[src/rtl/serial_pair_adder.sv]
// Multi-cycle WIDTH-bit adder built from one reused two-bit full-adder slice.
// One digit pair per clock, LSB first; operands in and result out over valid/ready.

module two_bit_full_adder (
  input  logic [1:0] A,
  input  logic [1:0] B,
  input  logic       Cin,
  output logic [1:0] S,
  output logic       Cout
);

  assign {Cout, S} = {1'b0, A} + {1'b0, B} + {2'b00, Cin};

endmodule

module serial_pair_adder #(
  parameter int WIDTH = 8
) (
  input  logic             clock,
  input  logic             reset_n,
  input  logic             in_valid,
  output logic             in_ready,
  input  logic [WIDTH-1:0] a,
  input  logic [WIDTH-1:0] b,
  input  logic             cin,
  output logic             out_valid,
  input  logic             out_ready,
  output logic [WIDTH-1:0] sum,
  output logic             cout,
  output logic             ovf
);

  localparam int HALF = WIDTH / 2;
  localparam int CW   = (HALF > 1) ? $clog2(HALF) : 1;
  localparam logic [CW-1:0] LAST = CW'(HALF - 1);

  if ((WIDTH < 2) || ((WIDTH % 2) != 0)) begin : g_width_check
    $error("serial_pair_adder: WIDTH must be even and >= 2");
  end

  typedef enum logic [1:0] {
    IDLE = 2'd0,
    RUN  = 2'd1,
    DONE = 2'd2
  } state_t;

  state_t           state_r;
  logic [WIDTH-1:0] a_sh_r;
  logic [WIDTH-1:0] b_sh_r;
  logic [WIDTH-1:0] sum_sh_r;
  logic [WIDTH-1:0] sum_next_s;
  logic [CW-1:0]    cnt_r;
  logic             carry_r;
  logic             a_msb_r;
  logic             b_msb_r;
  logic             ovf_r;
  logic             in_ready_r;
  logic             out_valid_r;
  logic [1:0]       slice_sum_s;
  logic             slice_cout_s;

  two_bit_full_adder u_slice (
    .A   (a_sh_r[1:0]),
    .B   (b_sh_r[1:0]),
    .Cin (carry_r),
    .S   (slice_sum_s),
    .Cout(slice_cout_s)
  );

  // Next sum shift value: new digit enters at the top, older digits move down
  always_comb begin
    sum_next_s = sum_sh_r >> 2'd2;
    sum_next_s[WIDTH-1 -: 2] = slice_sum_s;
  end

  // Handshake FSM and serial datapath
  always_ff @(posedge clock or negedge reset_n) begin
    if (!reset_n) begin
      state_r     <= IDLE;
      in_ready_r  <= 1'b1;
      out_valid_r <= 1'b0;
      a_sh_r      <= '0;
      b_sh_r      <= '0;
      sum_sh_r    <= '0;
      cnt_r       <= '0;
      carry_r     <= 1'b0;
      a_msb_r     <= 1'b0;
      b_msb_r     <= 1'b0;
      ovf_r       <= 1'b0;
    end else begin
      case (state_r)
        IDLE: begin
          if (in_valid) begin
            a_sh_r     <= a;
            b_sh_r     <= b;
            carry_r    <= cin;
            cnt_r      <= '0;
            a_msb_r    <= a[WIDTH-1];
            b_msb_r    <= b[WIDTH-1];
            in_ready_r <= 1'b0;
            state_r    <= RUN;
          end
        end
        RUN: begin
          a_sh_r   <= a_sh_r >> 2'd2;
          b_sh_r   <= b_sh_r >> 2'd2;
          sum_sh_r <= sum_next_s;
          carry_r  <= slice_cout_s;
          cnt_r    <= cnt_r + 1'b1;
          if (cnt_r == LAST) begin
            // The last slice produces the sum MSB, so overflow is decided here
            ovf_r       <= (a_msb_r == b_msb_r) && (slice_sum_s[1] != a_msb_r);
            out_valid_r <= 1'b1;
            state_r     <= DONE;
          end
        end
        DONE: begin
          if (out_ready) begin
            out_valid_r <= 1'b0;
            in_ready_r  <= 1'b1;
            state_r     <= IDLE;
          end
        end
        default: begin
          out_valid_r <= 1'b0;
          in_ready_r  <= 1'b1;
          state_r     <= IDLE;
        end
      endcase
    end
  end

  assign in_ready  = in_ready_r;
  assign out_valid = out_valid_r;
  assign sum       = sum_sh_r;
  assign cout      = carry_r;
  assign ovf       = ovf_r;

endmodule

[config.mk]
export PLATFORM = sky130hd
export DESIGN_NAME = serial_pair_adder
export DESIGN_NICKNAME = d
export VERILOG_FILES = /design/src/rtl/serial_pair_adder.sv
export SDC_FILE = /design/constraint.sdc
export NUM_CORES = 1
export LEC_CHECK = 0
export CORE_UTILIZATION = 32
export CTS_CLUSTER_SIZE = 16
export DETAILED_ROUTE_END_ITERATION = 8
export PLACE_DENSITY = 0.63
export SYNTH_ARGS = -nofsm -noshare
export SYNTH_HDL_FRONTEND = slang
export SYNTH_SLANG_ARGS = --single-unit
[constraint.sdc]
create_clock -name clock -period 2.2 [get_ports clock]
set_input_delay 0.33 -clock clock [delete_from_list [all_inputs] [get_ports clock]]
set_output_delay 0.33 -clock clock [all_outputs]
set_load 0.03 [all_outputs]
## After elaboration in Yosys (flattened, before gate mapping)

Index checks and enable logic that the tools add are counted.

- Register bits after elaboration: 34
- Input port bits: 21
- Logic and storage cells: 51

- Add/subtract/negate cells: 3
- Equal/unequal tests: 8
- Mux-type cells: 18
- Bitwise logic cells: 2
- Reduce and logical (&&, ||, !) cells: 9

Operator list:

| kind | count |
|---|---|
| $pmux W8 S2 | 2 |
| $mux W8 | 2 |
| $reduce_and A3 Y1 | 3 |
| $mux W2 | 4 |
| $ne A2 B2 Y1 const B | 3 |
| $pmux W1 S3 | 2 |
| $pmux W2 S3 | 1 |
| $reduce_and A2 Y1 | 3 |
| $mux W1 | 5 |
| $eq A2 B2 Y1 const B | 2 |
| $pmux W2 S2 | 1 |
| $add A2 B2 Y3 | 1 |
| $add A3 B1 Y3 | 1 |
| $add A2 B1 Y2 const B | 1 |
| $eq A2 B1 Y1 const B | 1 |
| $logic_not A2 Y1 | 1 |
| $not A1 Y1 | 2 |
| $pmux W1 S2 | 1 |
| $reduce_bool A2 Y1 | 1 |
| $eq A1 B1 Y1 | 1 |
| $logic_and A1 B1 Y1 | 1 |
| $ne A1 B1 Y1 | 1 |

## Logic depth before layout (Yosys ltp)

Gate-level depths: netlist (run 1).

- Word-level depth: 4
- Gate-level depth with buffers: 6
- Depth with buffers taken out: 6

## Modules after synthesis

A second synthesis (run 1) with hierarchy kept.

- Cells, all modules: 134
- Area total of the unflattened synthesis: 1569.0 um^2

Modules (own cells, without submodules):

| module | times used | cells an instance | area each (um^2) |
|---|---|---|---|
| serial_pair_adder | 1 | 124 | 1498.9 |
| two_bit_full_adder | 1 | 10 | 70.1 |

## Worst setup path before layout (run 1)

Ideal clock, no wire load.

- Kind: reg-to-reg
- Start point: register carry_r (netlist: cout)
- End point: register ovf_r (netlist: ovf)
- Library setup time: 88 ps
- Arrival: 1992 ps
- Required time: 2112 ps
- Setup slack: 120 ps
- Stages on the path, launching flop included: 6
- Path buffers: 0
- Clock period less this slack: 2080 ps
- Cell sequence: dfrtp_1 -> inv_1 -> fa_1 -> fa_1 -> or3_1 -> a41oi_1

- Word-level cells in the longest chain between the ends: 3

Ends and longest elaborated chain:

| element | RTL line | source |
|---|---|---|
| start, declared | 53 | `logic carry_r;` |
| start signal, assigned | 96 | `carry_r <= cin;` |
| start signal, assigned | 108 | `carry_r <= slice_cout_s;` |
| $add A3 B1 Y3 | 12 | `assign {Cout, S} = {1'b0, A} + {1'b0, B} + {2'b00, Cin};` |
| $ne A1 B1 Y1 | 112 | `ovf_r <= (a_msb_r == b_msb_r) && (slice_sum_s[1] != a_msb_r);` |
| $logic_and A1 B1 Y1 | 112 |  |
| end signal, assigned | 112 |  |
| end, declared | 56 | `logic ovf_r;` |

No other way between the ends.
A chain may end at the register's enable or synchronous reset.

## Final worst setup path (run 1)

Ends and elaborated chain as after synthesis.

==> results of run 1 <==
## through the flow
| stage | util | power [W] | worst slack (ns) |
|---|---|---|---|
| final | 0.445 | 0.00277 | 0.261 |
| after global routing | 0.445 | 0.00299 | 0.156 |
| after CTS | 0.445 | 0.00281 | 0.237 |
| after detailed placement | 0.425 | 0.00233 | 0.259 |
| after global placement | 0.425 | 0.00229 | 0.307 |
| after floorplan | - | 0.00191 | 0.120 |
## per-layer routing
| layer | wire length (µm) | part of all wire | vias up |
|---|---|---|---|
| li1 | - | - | 583 |
| met1 | 1490 | 0.49 | 555 |
| met2 | 1340 | 0.44 | 31 |
| met3 | 144 | 0.048 | 6 |
| met4 | 48 | 0.016 | 0 |
| met5 | 0 | 0 | - |
## report_power, final
part           switching (W)  total, W  leakage, nW  internal (W)
clock network       0.000218  0.000473       0.0455      0.000255
logic               0.000690   0.00121        0.387      0.000519
registers           0.000195   0.00109        0.428      0.000893
## layout make-up
| type | instances | area (µm²) | share of cell area |
|---|---|---|---|
| multi-input combinational | 101 | 582 | 0.294 |
| sequential | 34 | 852 | 0.431 |
| tap | 52 | 65.1 | 0.0329 |
| timing repair buffer | 37 | 358 | 0.181 |
| clock buffer | 8 | 90.1 | 0.0456 |
| inverter | 8 | 30.0 | 0.0152 |
## worst paths after layout
kind / start / end / cells after the start
max: cout / ovf / 5
min: reset_n / sum[0] / 2
max reg2reg: cout / ovf / 5
min reg2reg: sum[1] / sum[1] / 2
max in group asynchronous: reset_n / in_ready / 2
min in group clock: sum[1] / sum[1] / 2
## flip-flops by register name, indices dropped and copies added, names as in the netlist
| name | flops |
|---|---|
| cnt_r | 2 |
| a_sh_r | 8 |
| ovf | 1 |
| a_msb_r | 1 |
| b_msb_r | 1 |
| cout | 1 |
| in_ready | 1 |
| sum | 8 |
| state_r | 2 |
| b_sh_r | 8 |
| out_valid | 1 |
## Yosys cell counts, types with 3 or more instances
cell type,n
o21ai_1,14
buf_4,4
o21ai_0,7
buf_2,3
nor2b_1,5
a22oi_1,11
inv_1,8
dfrtp_1,33
a21oi_1,7
nand2_1,38
## worst register-to-register path: cells and delay by family (launching register included)
family	cells	cell delay, ns
flip-flops	1	0.36
AO/OA/AOI/OAI	1	0.20
buffers and inverters	1	0.07
AND/OR/NAND/NOR	1	0.32
adder cells (fa/ha/maj)	2	0.91
## cell families after synthesis
| family | after synthesis | synth area share |
|---|---|---|
| and+or+nand+nor | 51 | 0.151 |
| adders and majority gates | 3 | 0.0347 |
| buffers and inverters | 16 | 0.0521 |
| DFF | 34 | 0.563 |
| AOI/OAI and AO/OA | 45 | 0.184 |
| muxes | 2 | 0.0149 |
==> reports/qor.csv, run 1 <==
stage,metric,value,unit
run_status,status,"complete, but fails checks",
run_status,violations,DRC,
global_route,grtUsageMet3,0.0356,
setup_path,path_class,reg -> reg,
place,gp_congestion,0.707,
synthesis,seq_area_frac_synth,0.563,
final_layout,fin_area,1980,µm²
drt,antenna_left,0,
place,dp.cells,232,
global_route,gr-usage-met2,0.216,
synthesis,yosys_warnings,0,
global_route,grt_pass1_vias,1123,
synthesis,syn_avg_cell_area,10.0,µm²
clocking,cts_buffer_depth,2,
setup_path,cp_top_family,adder cells,
global_route,antenna_found_initial,0,
timing,fin_crit,1.94,ns
synthesis,synth_edf_count,0,
global_route,grt.busiest_layer,met2,
drt,remaining_drc_errors,4,
synthesis,syn_area,1510,µm²
timing,setup_tns,0,ns
floorplan,start_util,0.340,
synthesis,yosys.area.top_type,dfrtp_1,
synthesis,netlist_instances,151,
final_layout,syn2layout_area_growth,30.7,%
clocking,path_clk_slew,0.07,ns
clocking,cts_root_buffer,clkbuf_8,
floorplan,die_h,70.8,µm
final_layout,fillers,437,
floorplan,core_area,4440,µm²
drt,first_pass_iters,6,
timing,hold_violations,0,
setup_path,cp_num_buf_inv,1,
final_layout,layout_common_cells,"nand2_1 (38), dfrtp_1 (33), clkdlybuf4s50_1 (32)",
place,post_dp_cell_area,1890,µm²
place,dp_hpwl,2110,µm
floorplan,die_x,70.8,µm
timing,final_max_slew_viol_count,0,
final_layout,n_antenna_cell,0,
global_route,use_met1,0.174,
global_route,grt_max_degree,35,
floorplan,io_pins,33,
synthesis,syn_nets,175,
setup_path,cp_slowest_cell,fa_1,
setup_path,crit_arrival,2.14,ns
hold_path,holdCritPathClass,in -> async,
drt,wl_per_cell,12.6,µm
synthesis,async_reset_ff_frac,1.00,
synthesis,synth_top_area_frac,0.546,
drt,avgViaCountPerCell,4.90,
final_layout,final_nets,211,
timing,grt_setup_unrepaired,false,
drt,totalWireLength,3030,µm
run,maxCapViolCount,0,
power_and_ir_drop,p_per_area,1400,nW/µm²
setup_path,worstSetupStartpointType,register,
global_route,grt_overflow,0,
timing,max_freq,0.516,GHz
timing,hold_ws,0.450,ns
setup_path,endpoint_kind,register,
setup_path,reg2reg_slack,0.26,ns
setup_path,critical-path-max-stage-delay,0.48,ns
clocking,postCtsSetupRepairBufs,0,
clocking,clock_latency,0.28,ns
setup_path,crit_chain,inv_1 -> fa_1 -> fa_1 -> or3_1 -> a41oi_1,
timing,fin_crit_sh,0.881,
synthesis,yosys_register_bits,34,
timing,maxSlewHeadroom,0.611,
setup_path,critPathMaxFanout,3,
final_layout,drive_above_1_share,0.0745,
final_layout,mostFrequentLayoutCell,nand2_1,
clocking,htree_levels,2,
drt,via_count,1175,
setup_path,cp_data_required_time,2.40,ns
synthesis,ys.flop_type,dfrtp_1,
clocking,cts_inserted_buffers,5,
clocking,cts-resized-gates,0,
final_layout,fin_cells,240,
timing,setup_viol_count_final,0,
power_and_ir_drop,p_leak,0.861,nW
global_route,grt_pass1_wl,5180,µm
synthesis,synth_area_leaders,"dfrtp_1 (55%), nand2_1 (9.4%), a22oi_1 (5.5%)",
timing,tightest_slew,0.583,ns
synthesis,synth.distinct_cells,27,
place,io_buffers,32,
global_route,track_usage,0.133,
floorplan,dieArea,5010,µm²
drt,drtIter0Drc,46,
clocking,ctsHoldBuffers,0,
clocking,cts_tree,yes,
power_and_ir_drop,vdd_drop_max,0.643,mV
timing,finClkSkew,0.00343,ns
clocking,cts.sinks,34,
setup_path,cpMostUsedCell,fa_1,
floorplan,num_rows,24,
Power figures use the tool's default switching activity.
==> run 2, diff against run 1 <==
Settings changed: CORE_UTILIZATION 32 to 30, PLACE_DENSITY 0.63 to 0.6.
==> run 2 against run 1 <==
  * The run now ends clean
  * Die area increased by 6.5%
  * Utilization decreased by 3.1 points
  * Combinational power decreased by 3%
  * Non-clock buffer count decreased by 1
  * Hold slack improved by 0.0065 ns
  * Wire length increased by 2.5%
  * Clock power decreased by 8.5%
  * Via count decreased by 0.60%
  * Critical path depth unchanged
  * Design area about the same
  * Largest cell class unchanged
==> reports/qor.csv, run 2 (synthesis gave the netlist of run 1 again) <==
stage,metric,value,unit,change
setup_path,crit_chain,inv_1 -> fa_1 -> fa_1 -> or3_1 -> a41oi_1,,unchanged
final_layout,fillers,496,,was 437
place,gp_congestion,0.701,,was 0.707
timing,fin_crit_sh,0.879,,was 0.881
place,dp_hpwl,2180,µm,was 2110 µm
power_and_ir_drop,p_sw,0.00109,W,was 0.00110 W
setup_path,cp_num_buf_inv,1,,unchanged
power_and_ir_drop,clockPowerShare,0.160,,was 0.171
final_layout,drive_above_1_share,0.0642,,was 0.0745
setup_path,critical-path-max-stage-delay,0.47,ns,was 0.48 ns
power_and_ir_drop,p_leak,0.850,nW,was 0.861 nW
setup_path,cp_top_family,adder cells,,unchanged
setup_path,worstSetupStartpointType,register,,unchanged
setup_path,crit_arrival,2.13,ns,was 2.14 ns
global_route,track_usage,0.140,,was 0.133
timing,setup_viol_count_final,0,,unchanged
clocking,cts.sinks,34,,unchanged
setup_path,reg2reg_from,cout,,unchanged
timing,grt_setup_unrepaired,false,,unchanged
setup_path,cp_data_required_time,2.40,ns,about the same
clocking,ctsHoldBuffers,0,,unchanged
clocking,cts_tree,yes,,unchanged
final_layout,final_nets,210,,was 211
setup_path,cp_slowest_cell,fa_1,,unchanged
power_and_ir_drop,comb_power_share,0.431,,was 0.436
timing,final_max_slew_viol_count,0,,unchanged
drt,wl_per_cell,12.2,µm,was 12.6 µm
setup_path,crit_path_start,cout,,unchanged
power_and_ir_drop,power.internal,0.00162,W,was 0.00167 W
drt,remaining_drc_errors,0,,was 4
clocking,clock_latency,0.28,ns,about the same
setup_path,endpoint_kind,register,,unchanged
floorplan,num_rows,25,,was 24
floorplan,core_area,4790,µm²,was 4440 µm²
timing,maxSlewHeadroom,0.579,,was 0.611
final_layout,mostFrequentLayoutCell,nand2_1,,unchanged
drt,antenna_left,0,,unchanged
timing,hold_violations,0,,unchanged
timing,max_freq,0.517,GHz,was 0.516 GHz
timing,setup_tns,0,ns,unchanged
drt,totalWireLength,3100,µm,was 3030 µm
global_route,grt_overflow,0,,unchanged
timing,finClkSkew,0.00503,ns,was 0.00343 ns
final_layout,syn2layout_area_growth,30.8,%,was 30.7%
clocking,cts_inserted_buffers,5,,unchanged
timing,fin_crit,1.93,ns,was 1.94 ns
global_route,antenna_found_initial,0,,unchanged
clocking,cts_root_buffer,clkbuf_8,,unchanged
floorplan,start_util,0.316,,was 0.340
clocking,postCtsSetupRepairBufs,0,,unchanged
drt,via_count,1168,,was 1175
setup_path,critPathMaxFanout,3,,unchanged
global_route,grt_pass1_wl,5610,µm,was 5180 µm
power_and_ir_drop,vdd_drop_max,0.403,mV,was 0.643 mV
run,maxCapViolCount,0,,unchanged
setup_path,path_class,reg -> reg,,unchanged
hold_path,holdCritPathClass,in -> async,,unchanged
floorplan,dieArea,5330,µm²,was 5010 µm²
setup_path,cpMostUsedCell,fa_1,,unchanged
clocking,cts-resized-gates,0,,unchanged
drt,drtIter0Drc,37,,was 46
drt,avgViaCountPerCell,4.60,,was 4.90
global_route,grt_max_degree,35,,unchanged
power_and_ir_drop,p_per_area,1370,nW/µm²,was 1400 nW/µm²
final_layout,n_antenna_cell,0,,unchanged
final_layout,layout_common_cells,"nand2_1 (38), dfrtp_1 (33), clkdlybuf4s50_1 (32)",,unchanged
clocking,htree_levels,2,,unchanged
timing,tightest_slew,0.631,ns,was 0.583 ns
global_route,grt_pass1_vias,1193,,was 1123
power_and_ir_drop,p_total,0.00271,W,was 0.00277 W
power_and_ir_drop,switching_share,0.401,,was 0.398
run_status,status,finished clean,,"was complete, but fails checks"
place,io_buffers,32,,unchanged
power_and_ir_drop,pwr-share-seq,0.410,,was 0.393
clocking,cts_buffer_depth,2,,unchanged
drt,first_pass_iters,4,,was 6
floorplan,die_x,73.0,µm,was 70.8 µm
clocking,path_clk_slew,0.06,ns,was 0.07 ns
floorplan,die_h,73.0,µm,was 70.8 µm
floorplan,io_pins,33,,unchanged
## run 2: cell count changes in the layout (fill, tap and decap cells not counted), sizes merged
cell	change
buf	-1
## run 2: through the flow
stage           util  hold WS, ns  instance area (µm²)  worst slack, ns  instances
4_1_cts        0.413        0.473                 1980            0.244        254
2_1_floorplan      -       0.0344                 1510            0.120        151
3_5_place_dp   0.397        0.463                 1900            0.254        246
3_3_place_gp   0.397        0.461                 1900            0.307        246
5_1_grt        0.413        0.492                 1980            0.143        254
6_report       0.413        0.456                 1980            0.267        254
## run 2: final timing paths
| kind | endpoint | slack, ns | cells after the start |
|---|---|---|---|
| min reg2reg | sum[1] | 0.47 | 2 |
| max reg2reg | ovf | 0.27 | 5 |
| max in group asynchronous | in_ready | 1.40 | 2 |
| min | sum[2] | 0.46 | 2 |
| max | ovf | 0.27 | 5 |
| min in group clock | sum[1] | 0.47 | 2 |
## run 2: metal layers
metal,global-route usage,wire length [µm],vias up
met2,0.228,1480,28
met1,0.175,1460,556
met5,0,0,-
met3,0.0470,130,4
li1,-,-,580
met4,0.0458,26,0
## run 2: area by class of cell
| type | instances | area [µm²] | share of cell area |
|---|---|---|---|
| clock buffers | 8 | 80.1 | 0.0405 |
| inverters | 8 | 30.0 | 0.0152 |
| multi-input cells | 101 | 582 | 0.294 |
| flip-flops and latches | 34 | 852 | 0.431 |
| well taps | 67 | 83.8 | 0.0424 |
| repair buffers | 36 | 350 | 0.177 |
## run 2: power by group through the flow
stage / clock network, W / logic, W / registers, W
6_report: 0.000433 / 0.00117 / 0.00111
5_1_grt: 0.000485 / 0.00133 / 0.00115
4_1_cts: 0.000450 / 0.00119 / 0.00111
3_5_place_dp: 0 / 0.00119 / 0.00112
3_3_place_gp: 0 / 0.00117 / 0.00112
2_1_floorplan: 0 / 0.000687 / 0.00122
==> run 3, diff against run 2 <==
Settings changed: CAP_MARGIN set to 20.
==> results of run 3 <==
Final layout, timing and power as in run 2 (identical DEF).
